$ cat config.mk
export PLATFORM = sky130hd
export DESIGN_NAME = exp_pulse_gen
export DESIGN_NICKNAME = d
export VERILOG_FILES = /design/src/rtl/exp_pulse_gen_pkg.sv /design/src/rtl/exp_pulse_gen_trig_ctrl.sv /design/src/rtl/exp_pulse_gen.sv
export SDC_FILE = /design/constraint.sdc
export NUM_CORES = 1
export LEC_CHECK = 0
export ABC_CLOCK_PERIOD_IN_PS = 14300
export CAP_MARGIN = 10
export CORE_AREA = 2 2 106 98
export DETAILED_ROUTE_END_ITERATION = 7
export DIE_AREA = 0 0 108 100
export PLACE_DENSITY = 0.87
export SLEW_MARGIN = 15
export SYNTH_ARGS = -nofsm -noshare
export SYNTH_HDL_FRONTEND = slang
export SYNTH_SLANG_ARGS = --single-unit
$ cat constraint.sdc
create_clock -name clk -period 14.3 [get_ports clk]
set_clock_uncertainty 0.2 [all_clocks]
set_input_delay 2.86 -clock clk [delete_from_list [all_inputs] [get_ports clk]]
set_output_delay 2.86 -clock clk [all_outputs]
set_load 0.01 [all_outputs]
$ cat src/rtl/exp_pulse_gen_pkg.sv
// Shared sizing for the synthetic pulse source; DATA_W tracks the shaping-filter input width.
package package_settings_gen;
  localparam int FILT_IN_W   = 14;
  localparam int DATA_W      = FILT_IN_W;
  localparam int AMP_W       = 14;
  localparam int PERIOD_W    = 16;
  localparam int DECAY_SHIFT = 6;
  localparam int FRAC_W      = 8;
  localparam int HOLDOFF     = 4;
  localparam int ACC_W       = DATA_W + FRAC_W;
  localparam logic [ACC_W-1:0] ACC_MAX = {ACC_W{1'b1}};
  localparam int HOLD_W      = (HOLDOFF > 1) ? $clog2(HOLDOFF) : 1;
endpackage

$ cat src/rtl/exp_pulse_gen_trig_ctrl.sv
// Injection control: period timer, trigger merge and holdoff. inject is combinational
// from this clock's request; trig_dropped is a registered one-clock strobe.
module gen_trig_ctrl
  import package_settings_gen::*;
(
  input  logic                clk,
  input  logic                reset,
  input  logic                enable,
  input  logic                trig,
  input  logic                auto_en,
  input  logic [PERIOD_W-1:0] period,
  output logic                inject,
  output logic                trig_dropped
);

  logic [PERIOD_W-1:0] timer_q, timer_d;
  logic [HOLD_W-1:0]   hold_q, hold_d;
  logic                drop_q, drop_d;
  logic                timer_run;
  logic                req;

  always_comb begin
    timer_run = auto_en && (period != '0);
    req       = trig || (timer_run && (timer_q == '0));
    inject    = enable && req && (hold_q == '0);
    timer_d   = timer_q;
    hold_d    = hold_q;
    drop_d    = 1'b0;
    if (enable) begin
      // A new period value is only picked up when the timer reloads.
      if (!timer_run)
        timer_d = '0;
      else if (timer_q == '0)
        timer_d = period - PERIOD_W'(1);
      else
        timer_d = timer_q - PERIOD_W'(1);

      if (inject)
        hold_d = HOLD_W'(HOLDOFF - 1);
      else if (hold_q != '0)
        hold_d = hold_q - HOLD_W'(1);

      drop_d = req && (hold_q != '0);
    end
  end

  always_ff @(posedge clk or posedge reset) begin
    if (reset) begin
      timer_q <= '0;
      hold_q  <= '0;
      drop_q  <= 1'b0;
    end else begin
      timer_q <= timer_d;
      hold_q  <= hold_d;
      drop_q  <= drop_d;
    end
  end

  assign trig_dropped = drop_q;

endmodule

$ cat src/rtl/exp_pulse_gen.sv
// Preamp-like pulse source: step plus exponential decay on a baseline, one sample per clock.
// A request before edge n updates acc at edge n; sample_out shows the step after edge n+1.
module exp_pulse_gen
  import package_settings_gen::*;
(
  input  logic                clk,
  input  logic                reset,
  input  logic                enable,
  input  logic                trig,
  input  logic                auto_en,
  input  logic [PERIOD_W-1:0] period,
  input  logic [AMP_W-1:0]    amplitude,
  input  logic [DATA_W-1:0]   baseline,
  output logic [DATA_W-1:0]   sample_out,
  output logic                sample_valid,
  output logic                pulse_start,
  output logic                trig_dropped,
  output logic                busy
);

  logic [ACC_W-1:0]  acc_q, acc_d;
  logic [ACC_W-1:0]  dec;
  logic [ACC_W-1:0]  inj_term;
  logic [ACC_W:0]    acc_sum;
  logic [DATA_W:0]   out_sum;
  logic [DATA_W-1:0] sample_q, sample_d;
  logic              valid_q, start_q, busy_q, inj_q;
  logic              inject;

  gen_trig_ctrl u_trig_ctrl (
    .clk          (clk),
    .reset        (reset),
    .enable       (enable),
    .trig         (trig),
    .auto_en      (auto_en),
    .period       (period),
    .inject       (inject),
    .trig_dropped (trig_dropped)
  );

  always_comb begin
    // Below one decay step the tail is walked down by 1 so the pulse always ends at zero.
    if (acc_q >= ACC_W'(2 ** DECAY_SHIFT))
      dec = acc_q >> DECAY_SHIFT;
    else if (acc_q != '0)
      dec = ACC_W'(1);
    else
      dec = '0;

    inj_term = inject ? ACC_W'({amplitude, {FRAC_W{1'b0}}}) : '0;
    acc_sum  = {1'b0, acc_q} - {1'b0, dec} + {1'b0, inj_term};

    acc_d = acc_q;
    if (enable)
      acc_d = acc_sum[ACC_W] ? ACC_MAX : acc_sum[ACC_W-1:0];

    out_sum  = {1'b0, baseline} + {1'b0, acc_q[ACC_W-1:FRAC_W]};
    sample_d = out_sum[DATA_W] ? {DATA_W{1'b1}} : out_sum[DATA_W-1:0];
  end

  always_ff @(posedge clk or posedge reset) begin
    if (reset) begin
      acc_q    <= '0;
      inj_q    <= 1'b0;
      sample_q <= '0;
      valid_q  <= 1'b0;
      start_q  <= 1'b0;
      busy_q   <= 1'b0;
    end else begin
      acc_q   <= acc_d;
      valid_q <= enable;
      if (enable) begin
        inj_q    <= inject;
        sample_q <= sample_d;
        busy_q   <= (acc_q != '0);
        start_q  <= inj_q;
      end else begin
        start_q  <= 1'b0;
      end
    end
  end

  assign sample_out   = sample_q;
  assign sample_valid = valid_q;
  assign pulse_start  = start_q;
  assign busy         = busy_q;

endmodule

== Word-level counts from Yosys, hierarchy flattened ==
Cells that the tools add are included.
Word-level totals
  flip-flop bits (word level): 59
  input bits: 49
  output and inout port bits: 18
  word-level logic and storage cells: 40
Operators by class
  $add $sub $neg: 6
  magnitude comparators: 1
  mux-type cells: 11
  reduce and logical (&&, ||, !) cells: 13
Operator list (count)
  22-bit 2-to-1 mux: 3
  16-bit 2-to-1 mux: 2
  16-bit by 1-bit subtractor with 16-bit output, second input constant: 2
  23-bit by 22-bit adder with 23-bit output: 1
  22-bit by 22-bit subtractor with 23-bit output: 1
  22-bit by 7-bit greater-or-equal comparator with 1-bit output, second input constant: 1
  22-bit nonzero test: 1
  16-bit logical NOT: 1
  16-bit nonzero test: 1
  14-bit by 14-bit adder with 15-bit output: 1
  14-bit 2-to-1 mux: 1
  1-bit logical AND: 5
  2-bit 2-to-1 mux: 2
  2-bit nonzero test: 2
  1-bit 2-to-1 mux: 3
  2-bit logical NOT: 1
  2-bit AND reduction: 1
  2-bit by 1-bit subtractor with 2-bit output, second input constant: 1
  1-bit logical OR: 1

== Depth between registers and ports, before layout ==
  depth after elaboration: 9
  gate-level depth with buffers: 21
  gate-level depth less buffers: 19

== Hierarchy ==
Synthesis repeated with hierarchy kept, for this count alone.
Second synthesis, totals
  cells, all modules: 632
  area total of the unflattened synthesis: 5338.9 sq um
Modules (own cells, without submodules)
  exp_pulse_gen: times used 1, cells each 448, area each 3779.9 sq um, sequential area each 1001.0 sq um
  gen_trig_ctrl: times used 1, cells each 184, area each 1559.0 sq um, sequential area each 475.5 sq um

== Worst setup path before layout ==
Ideal clock, no wire load.
  path kind: input to register
  start: in period[7]
  end: reg acc_q[10]
  library setup time: 141 ps
  arrival: 7015 ps
  required time: 13959 ps
  path slack: 6944 ps
  stages: 21
  path buffers: 2
  cells stage by stage: or2_1 > or3_1 > or4_1 > nand3_1 > nor2_1 > a21oi_1 > nor2b_2 > buf_2 > nand2_1 > fa_1 > inv_1 > ha_1 > a2111oi_0 > o211ai_1 > o221ai_1 > a21oi_1 > a31oi_1 > o2bb2ai_1 > xor2_1 > buf_2 > a31oi_1
Between the ends
  word-level cells in the longest chain between the ends: 9
RTL lines
  start, declared: RTL line exp_pulse_gen.sv:11  | input logic [PERIOD_W-1:0] period,
  16-bit nonzero test: RTL line exp_pulse_gen_trig_ctrl.sv:23  | timer_run = auto_en && (period != '0);
  1-bit logical AND: RTL line exp_pulse_gen_trig_ctrl.sv:23
  1-bit logical AND: RTL line exp_pulse_gen_trig_ctrl.sv:24  | req = trig || (timer_run && (timer_q == '0));
  1-bit logical OR: RTL line exp_pulse_gen_trig_ctrl.sv:24
  1-bit logical AND (2 in a row): RTL line exp_pulse_gen_trig_ctrl.sv:25  | inject = enable && req && (hold_q == '0);
  22-bit 2-to-1 mux: RTL line exp_pulse_gen.sv:50  | inj_term = inject ? ACC_W'({amplitude, {FRAC_W{1'b0}}}) : '0;
  23-bit by 22-bit adder with 23-bit output: RTL line exp_pulse_gen.sv:51  | acc_sum = {1'b0, acc_q} - {1'b0, dec} + {1'b0, inj_term};
  22-bit 2-to-1 mux: RTL line exp_pulse_gen.sv:55  | acc_d = acc_sum[ACC_W] ? ACC_MAX : acc_sum[ACC_W-1:0];
  end signal, assigned: RTL line exp_pulse_gen.sv:63  | acc_q <= '0;
  end signal, assigned: RTL line exp_pulse_gen.sv:70  | acc_q <= acc_d;
  end, declared: RTL line exp_pulse_gen.sv:21  | logic [ACC_W-1:0] acc_q, acc_d;
No other way between the ends.
A chain may end at the register's enable or synchronous reset.

== Final worst setup path ==
  start: in period[6]
  end: reg acc_q[16]
Same word-level chain as after synthesis.

==> flow_summary_export.csv <==
group,metric,value,unit
sta,rsz0062_at_grt,"false",
floorplanning,start_util,0.5265,
clocking,cts_buffers,9,
floorplanning,fp.dieH,100,µm
route,antenna_left,0,
power_and_ir_drop,ir_drop,135.9,µV
yosys,synth_cells,633,
route,vias_per_cell,5.948,
sta,setup_ws,5795,ps
route,drc,0,
yosys,synth.top_cells.by_area,"dfrtp_1, ha_1, nor2_1",
hold_path,min_path_cells,1,
yosys,ys_seq_elements,59,
sta,hold_violations,0,
yosys,syn_nets,743,
grt,grt-ovfl-total,0,
sta,worst_slew_pin_slew,760.6,ps
yosys,netlist.area_leader.share,0.2846,
setup_path,critPathMaxFanout,23,
hold_path,hold_class,"register to register",
place,gp_congestion,0.9496,
hold_path,hp-start,"inj_q",
setup_path,r2r_slack,8250,ps
clocking,tritoncts,"done",
yosys,ys.flop_type,"dfrtp_1",
setup_path,rr_startpoint,"u_trig_ctrl.timer_q[13]",
grt,grt_start_max_net_pins,83,
place,dpl_worst_slack,5534,ps
yosys,synth_xor_xnor_area_share,0.04896,
setup_path,cp-end-kind,"register",
clocking,cts_resized,0,
yosys,yosysSeqAreaShare,0.2846,
yosys,synth_fa_ha_area_frac,0.1616,
clocking,cts-htree-levels,3,
route,vias,4883,
yosys,synth_top_area_cell,"dfrtp_1",
cells_and_area,nFillCells,861,
route,drt-total-wl,12870,µm
grt,antenna_found_initial,0,
yosys,synth_edf_count,0,
sta,final.setup.tns,0,ps
setup_path,r2r_end,"acc_q[16]",
grt,grt_usage,0.2506,
yosys,synth-simple-area-share,0.2007,
sta,fin_crit_sh,0.5948,
setup_path,crit_required,14280,ps
hold_path,holdPathEnd,"inj_q",
route,drt_iter0_drc,310,
yosys,avgSynthCellArea,8.195,µm²
yosys,synth.most_common_cell,"nor2_1",
cells_and_area,drive_above_1_share,0.05925,
setup_path,crit_arrival,8480,ps
sta,fmaxAchievable,117.6,MHz
yosys,syn_area,0.005187,mm²
yosys,muxShareOfSynthArea,0.01158,
route,first_pass_iters,5,
floorplanning,die_area,0.01080,mm²
run_status,status,"complete, no violations",
cells_and_area,n_antenna_cell,0,
setup_path,r2r_cells,19,
setup_path,crit_type,"input pin to register",
job,maxCapViolations,0,
yosys,ys_types,73,
grt,grt_pass1_vias,4741,
grt,grt_pass1_wl,21900,µm
power_and_ir_drop,p_leak,2.777,nW
sta,setup_viol,0,
yosys,synth_warnings,0,
floorplanning,fp-row-count,35,
clocking,ctsHoldBuffers,0,
sta,finalCriticalPeriod,8505,ps
place,port-buffer-count,66,
cells_and_area,syn_to_final_growth,17.41,%
clocking,clkSlewWorstSetupHoldPaths,60,ps
clocking,post-cts-setup-buffers,0,
yosys,synth_top_family_by_area,"compound AO/OA/AOI/OAI gates",
floorplanning,core,0.009853,mm²
sta,drv_slew,0,
cells_and_area,nNetsFinal,797,
sta,maxSlewHeadroom,0.4929,
clocking,insertion_delay,350,ps
route,wl_per_cell,15.68,µm
power_and_ir_drop,powerDensity,263.4,mW/mm²
setup_path,worst_setup_path_start_kind,"input pin",
clocking,cts_root_buf,"clkbuf_8",
clocking,clkSinkCount,59,
place,place_hpwl,9717,µm
floorplanning,die_width,108,µm
yosys,synth_compound_area_frac,0.2185,
yosys,synthTopCellsByCount,"nor2_1, inv_1, dfrtp_1",
clocking,clk_path_buf_depth,2,
yosys,async_reset_ff_frac,1.000,
floorplanning,io_pins,67,
sequential cells by signal, indices dropped and copies added, names as in the netlist:
| register | flops |
|---|---|
| inj_q | 1 |
| u_trig_ctrl.trig_dropped | 1 |
| acc_q | 22 |
| u_trig_ctrl.hold_q | 2 |
| u_trig_ctrl.timer_q | 16 |
| sample_out | 14 |
| pulse_start | 1 |
| sample_valid | 1 |
| busy | 1 |
worst max-delay path, stage by stage:
cell and delay [ps]:
clkdlybuf4s50_1 500, or2_1 210, or3_1 160, or4_1 110
nand3_1 530, nor2_1 370, a21oi_1 110, nor2b_2 590
nand2_1 150, fa_1 510, inv_1 50, ha_1 380
a2111oi_0 600, o211ai_1 200, o221ai_1 120, a21oi_1 110
a31oi_1 210, o2bb2ai_1 150, xor2_1 150, buf_4 260
a31oi_1 130
power by group:
| part | total (W) | internal, W | leakage [nW] | switching, W |
|---|---|---|---|---|
| clock | 0.000164 | 0.0000969 | 0.110 | 0.0000674 |
| sequential | 0.000312 | 0.000237 | 0.665 | 0.0000755 |
| combinational | 0.00113 | 0.000490 | 2.00 | 0.000637 |
| total | 0.00160 | 0.000824 | 2.78 | 0.000780 |
kinds of logic after synthesis:
logic type               after synthesis
AO/OA/AOI/OAI                        174
XOR/XNOR                              29
adder cells (fa/ha/maj)               61
buffers and inverters                 90
flip-flops                            59
multiplexers                           6
AND/OR/NAND/NOR                      214
per-stage QoR:
step / util / hold slack [ps] / instance area, µm² / power, W / std cells
3_5_place_dp: 0.5971 / 266.7 / 5883 / 0.001419 / 805
3_3_place_gp: 0.5971 / 255.8 / 5883 / 0.001376 / 805
5_1_grt: 0.6182 / 286.4 / 6091 / 0.001762 / 821
6_report: 0.6182 / 279.9 / 6091 / 0.001604 / 821
4_1_cts: 0.6182 / 281.8 / 6091 / 0.001589 / 821
2_1_floorplan: - / 246.1 / 5187 / 0.001173 / 633
cell usage in the layout (no fill, tap or decap), types with 6 or more instances in the layout:
cell type	instances
o21ai_0	41
nand2_1	47
a21oi_1	36
nor2_1	84
dfrtp_1	59
xnor2_1	12
nor3_1	17
clkdlybuf4s50_1	65
ha_1	51
mux2i_1	6
nand3_1	10
nor4_1	8
a31oi_1	36
and2_1	7
inv_1	62
clkbuf_8	9
nand2b_1	6
and3_1	7
xor2_1	17
a21o_1	11
fa_1	10
how the worst max path moves through the flow:
stage	startpoint	end	slack, ps
floorplan	period[7]	acc_q[10]	6940
finish	period[6]	acc_q[16]	5790
detailed placement	period[6]	acc_q[16]	5530
CTS	period[6]	acc_q[16]	5870
global route	period[6]	acc_q[13]	5240
global placement	period[11]	acc_q[20]	5830
cell type report:
class,instances,area (µm²),share of cell area
Clock buffer,10,127.6,0.02095
Tap cell,129,161.4,0.02650
Sequential cell,59,1476,0.2424
Clock inverter,6,80.08,0.01315
Inverter,64,240.2,0.03944
Multi-Input combinational cell,484,3327,0.5462
Timing Repair Buffer,69,678.2,0.1113
routing by layer:
| metal | vias up | wire length [µm] | global-route usage |
|---|---|---|---|
| li1 | 2335 | - | - |
| met1 | 2300 | 5462 | 0.3325 |
| met2 | 217 | 6145 | 0.4180 |
| met3 | 31 | 1022 | 0.03896 |
| met4 | 0 | 243 | 0.08777 |
| met5 | - | 0 | 0 |
Power figures use the tool's default switching activity.
